<file path="src/rtl/bcd_step_counter.sv">
// bcd_step_counter
//   Multi-digit BCD up/down counter that advances once per rising edge of
//   the level input `step`. It also supports direction select, a synchronous
//   parallel load with per-digit clamping, and either wrap or saturate
//   behaviour at the limits.
//
//   Optional build macro: SEG_SCAN_EN
//     When defined, a digit scanner is added that drives a multiplexed,
//     active-low 7-segment display through the extra outputs `seg` and `an`.
//
// Parameters
//   DIGITS   - number of BCD digits (count width is 4*DIGITS)
//   WRAP     - 1: wrap around at the limits, 0: saturate at the limits
//   SCAN_DIV - clock cycles each digit is shown (SEG_SCAN_EN only), >= 1
//
// Ports
//   clk      in   system clock; all state changes on the rising edge
//   reset    in   asynchronous reset, active-low
//   step     in   level input; one count per 0->1 transition
//   up       in   1 = count up, 0 = count down
//   load     in   synchronous parallel load, active-high (has priority over step)
//   load_val in   BCD value to load; a digit above 9 is clamped to 9
//   count    out  current BCD count; digit 0 is least significant
//   ovf      out  one-cycle pulse when a step starts from a limit
//   at_max   out  every digit is 9
//   at_min   out  every digit is 0
//   seg      out  (SEG_SCAN_EN) active-low segments, seg[0]=a .. seg[6]=g
//   an       out  (SEG_SCAN_EN) active-low one-hot digit enable
module bcd_step_counter #(
    parameter int DIGITS   = 2,
    parameter int WRAP     = 1,
    parameter int SCAN_DIV = 16
) (
    input  logic                  clk,
    input  logic                  reset,
    input  logic                  step,
    input  logic                  up,
    input  logic                  load,
    input  logic [4*DIGITS-1:0]   load_val,
    output logic [4*DIGITS-1:0]   count,
    output logic                  ovf,
    output logic                  at_max,
    output logic                  at_min
`ifdef SEG_SCAN_EN
    ,
    output logic [6:0]            seg,
    output logic [DIGITS-1:0]     an
`endif
);

    localparam int W = 4 * DIGITS;

    logic [W-1:0]      count_reg, count_next;
    logic              ovf_reg, ovf_next;
    logic              step_q_reg;
    logic              step_edge;
    logic [W-1:0]      inc_val, dec_val, load_clamped;
    logic [DIGITS-1:0] digit_nine, digit_zero;

    assign step_edge = step & ~step_q_reg;

    // Per-digit increment/decrement. The carry (borrow) into a digit is
    // taken directly from "all lower digits are 9 (0)" instead of a rippled
    // chain, so the whole update still settles within one cycle.
    for (genvar gi = 0; gi < DIGITS; gi++) begin : g_digit
        logic [3:0] d;
        logic [3:0] ld;
        logic       carry_in;
        logic       borrow_in;

        assign d  = count_reg[4*gi +: 4];
        assign ld = load_val[4*gi +: 4];

        assign digit_nine[gi] = (d == 4'd9);
        assign digit_zero[gi] = (d == 4'd0);

        if (gi == 0) begin : g_lsd
            assign carry_in  = 1'b1;
            assign borrow_in = 1'b1;
        end else begin : g_upper
            assign carry_in  = &digit_nine[gi-1:0];
            assign borrow_in = &digit_zero[gi-1:0];
        end

        assign inc_val[4*gi +: 4] = !carry_in  ? d : (digit_nine[gi] ? 4'd0 : d + 4'd1);
        assign dec_val[4*gi +: 4] = !borrow_in ? d : (digit_zero[gi] ? 4'd9 : d - 4'd1);
        assign load_clamped[4*gi +: 4] = (ld > 4'd9) ? 4'd9 : ld;
    end

    assign at_max = &digit_nine;
    assign at_min = &digit_zero;

    // All-9s incremented naturally rolls to zero and all-0s decremented
    // naturally rolls to all-9s, so wrap mode needs no special value; only
    // saturate mode has to hold the count.
    always_comb begin
        count_next = count_reg;
        ovf_next   = 1'b0;
        if (load) begin
            count_next = load_clamped;
        end else if (step_edge && up) begin
            ovf_next   = at_max;
            count_next = (at_max && (WRAP == 0)) ? count_reg : inc_val;
        end else if (step_edge) begin
            ovf_next   = at_min;
            count_next = (at_min && (WRAP == 0)) ? count_reg : dec_val;
        end
    end

    always_ff @(posedge clk or negedge reset) begin
        if (!reset) begin
            count_reg  <= '0;
            ovf_reg    <= 1'b0;
            step_q_reg <= 1'b0;
        end else begin
            count_reg  <= count_next;
            ovf_reg    <= ovf_next;
            step_q_reg <= step;
        end
    end

    assign count = count_reg;
    assign ovf   = ovf_reg;

`ifdef SEG_SCAN_EN
    localparam int DIV_W = (SCAN_DIV > 1) ? $clog2(SCAN_DIV) : 1;
    localparam int IDX_W = (DIGITS > 1) ? $clog2(DIGITS) : 1;

    logic [DIV_W-1:0] div_reg;
    logic [IDX_W-1:0] idx_reg;
    logic [3:0]       digit_sel;

    always_ff @(posedge clk or negedge reset) begin
        if (!reset) begin
            div_reg <= '0;
            idx_reg <= '0;
        end else if (div_reg == DIV_W'(SCAN_DIV - 1)) begin
            div_reg <= '0;
            idx_reg <= (idx_reg == IDX_W'(DIGITS - 1)) ? '0 : idx_reg + 1'b1;
        end else begin
            div_reg <= div_reg + 1'b1;
        end
    end

    assign digit_sel = count_reg[{idx_reg, 2'b00} +: 4];
    assign an        = ~(DIGITS'(1) << idx_reg);

    // Active-low segment patterns, bit order g..a
    always_comb begin
        seg = 7'b1111111;
        case (digit_sel)
            4'd0: seg = 7'b1000000;
            4'd1: seg = 7'b1111001;
            4'd2: seg = 7'b0100100;
            4'd3: seg = 7'b0110000;
            4'd4: seg = 7'b0011001;
            4'd5: seg = 7'b0010010;
            4'd6: seg = 7'b0000010;
            4'd7: seg = 7'b1111000;
            4'd8: seg = 7'b0000000;
            4'd9: seg = 7'b0010000;
            default: seg = 7'b1111111;
        endcase
    end
`endif

endmodule

</file>
<file path="config.mk">
export PLATFORM = sky130hd
export DESIGN_NAME = bcd_step_counter
export DESIGN_NICKNAME = d
export VERILOG_FILES = /design/src/rtl/bcd_step_counter.sv
export SDC_FILE = /design/constraint.sdc
export NUM_CORES = 1
export LEC_CHECK = 0
export CORE_MARGIN = 5
export CORE_UTILIZATION = 46
export DETAILED_ROUTE_END_ITERATION = 8
export PLACE_DENSITY = 0.76
export SLEW_MARGIN = 30
export SYNTH_ARGS = -nofsm -noshare
export SYNTH_HDL_FRONTEND = slang
export SYNTH_SLANG_ARGS = --single-unit
</file>
<file path="constraint.sdc">
create_clock -name clk -period 2.05 [get_ports clk]
set_input_delay 0.41 -clock clk [delete_from_list [all_inputs] [get_ports clk]]
set_output_delay 0.41 -clock clk [all_outputs]
set_load 0.01 [all_outputs]
</file>
==> reports/results.tsv <==
metric	value	unit
FF-to-FF setup slack	0.38	ns
Final WS setup	0.147	ns
Hold-fix buffers, CTS	0	
CP max-delay cell	or3_4	
post-synthesis instance area	825	um^2
GP Congestion	0.820	
worst hold path class	input port to async pin	
first-pass GRT wire length	3750	um
crit path buf inv count	1	
post-route met1 wirelength	1040	um
DR WL/cell	14.2	um
fin crit share	92.9	%
Post-synth EDFFs	0	
Non-Filler Instances	155	
Syn Nets	111	
placed insts	152	
post-route setup TNS	0	ns
area of the core	1710	um^2
pin count of the biggest net entering global routing	13	
I/O Buffers	23	
CTS Root Cell	clkbuf_4	
initial DRC count	14	
vias per inst	5.59	
Die H	52.3	um
kind of end point of the critical path	output pin	
Routed met2 length	1020	um
final hold viol count	0	
max-slew violations	0	
Worst Reg2Reg Path Length in Cells	7	
Pre-antenna DRT Iters	4	
Arrival @ worst endpoint	1.49	ns
ys flop type	dfrtp_1	
crit-path max FO	4	
total global-route track usage	18.3	%
Remaining Overflow, GRT	0	
fin nets	145	
number of routed nets with antenna violations	0	
Worst-path clk slew	0.06	ns
most frequent cells in the layout	21 x clkdlybuf4s50_1, 13 x buf_4, 10 x dfrtp_1, 7 x o21ai_0	
highest metal used	met4	
clk_lat worst skew	0.26	ns
Ports	24	
asr flop ratio synth	100	%
drt drc	0	
Met3 Routed Length	122	um
setup violators final	0	
CTS H-Tree Depth	1	
power per cell area	543	nW/um^2
post-synthesis register bit count	10	
crit-path max cell delay	0.43	ns
CTS buffer count	3	
Peak VDD IR	515	uV
delay-heaviest family, CP	simple AND/OR/NAND/NOR gates	
DP Worst Slack	-0.0261	ns
Synth Warn #	0	
WP data required	1.64	ns
status	finished, final reports clean	
CTS tree	built	
Setup crit start kind	register	
critical path class	register to output pin	
relative slew slack	69.2	%
maxcap violations	0	
Die Area	2740	um^2
CP cell instances	or3_4 > nor4b_4 > clkbuf_2	
synth unique cells	45	
area grow syn2layout	40.1	%
CTS sink count	10	
commonest non-fill, non-tap cell in the layout	clkdlybuf4s50_1	
post-layout min period	1.90	ns
leakage power	0.467	nW
vias in the first global route	840	
number of gates resized after CTS	2	
Post-DP HPWL	1730	um
synthesized area per cell	8.41	um^2
sequential area share after synthesis	30.3	%
layout cell share with drive strength beyond 1	17.7	%
RSZ-0062 raised after global routing	false	
cells after synthesis	98	
initial antenna violation count	0	
total power	0.628	mW
drt total wl	2200	um
Die W	52.3	um
Post-CTS Setup Bufs	0	
antenna diode count	0	
max FFs per register	8	
RR Startpoint	count[3]	
Rows	15	
via count	867	
clock skew	0.00241	ns
initial core utilization	48.3	%
RR Endpoint	count[6]	
clk buf depth	2	
Slew @ Worst Pin	0.461	ns
highest clock rate	525	MHz
==> layer usage <==
layer  up-vias  GRT usage (%)
met4         0           5.11
met3         5           3.99
met2        30           28.7
met5         -              0
li1        425              -
met1       407           25.1
==> worst reg2reg max path, stage by stage (launching register included) <==
cell,delay [ns]
dfrtp_1,0.42
buf_4,0.19
and3_1,0.19
o211ai_2,0.18
buf_4,0.17
a211oi_1,0.05
a211o_1,0.26
a21oi_1,0.13
==> cell type report <==
type | count | area, um^2
Sequential cell | 10 | 250
Fill cell | 146 | 553
Inverter | 3 | 11.3
Multi-Input combinational cell | 78 | 518
Timing Repair Buffer | 36 | 322
Clock buffer | 3 | 22.5
Tap cell | 25 | 31.3
==> cell usage after synthesis (all sizes together), types with 2 or more instances <==
library cell,count,area [um^2]
o21ai,12,60.1
xor2,3,26.3
nand2b,2,12.5
xnor2,2,17.5
a31oi,2,12.5
nor3,5,30.0
a21oi,5,25.0
o211ai,2,20.0
nor2,7,28.8
nand2,6,22.5
mux2i,2,20.0
and3,2,12.5
clkbuf,2,7.51
dfrtp,10,250
nand3,4,20.0
inv,3,11.3
buf,5,37.5
and4,2,17.5
==> power breakdown <==
group	switching, mW	internal, mW
clock network	0.0649	0.0678
logic	0.131	0.136
registers	0.0124	0.215
==> cells by family after synthesis <==
| group | synth area share [%] |
|---|---|
| AO/OA/AOI/OAI | 23.8 |
| XOR/XNOR | 5.31 |
| buffers and inverters | 6.83 |
| flip-flops | 30.3 |
| multiplexers | 3.79 |
| AND/OR/NAND/NOR | 29.9 |
==> through the flow <==
step,hold slack (ns),area [um^2],utilization (%)
after global routing,0.488,1150,67.6
after global placement,0.664,1140,66.7
after floorplan,0.114,825,-
after CTS,0.484,1160,67.8
after detailed placement,0.675,1140,66.7
final,0.465,1150,67.6
==> how the worst max path moves through the flow <==
stage,start,endpoint,slack (ns),cells after the start
4_1_cts,count[1],at_min,0.01,3
5_1_grt,count[1],at_min,0.07,3
3_3_place_gp,up,count[5],0.03,5
3_5_place_dp,up,count[5],-0.03,5
2_1_floorplan,count[0],at_min,0.39,3
6_report,count[1],at_min,0.15,3
(Power assumes the default switching activity.)
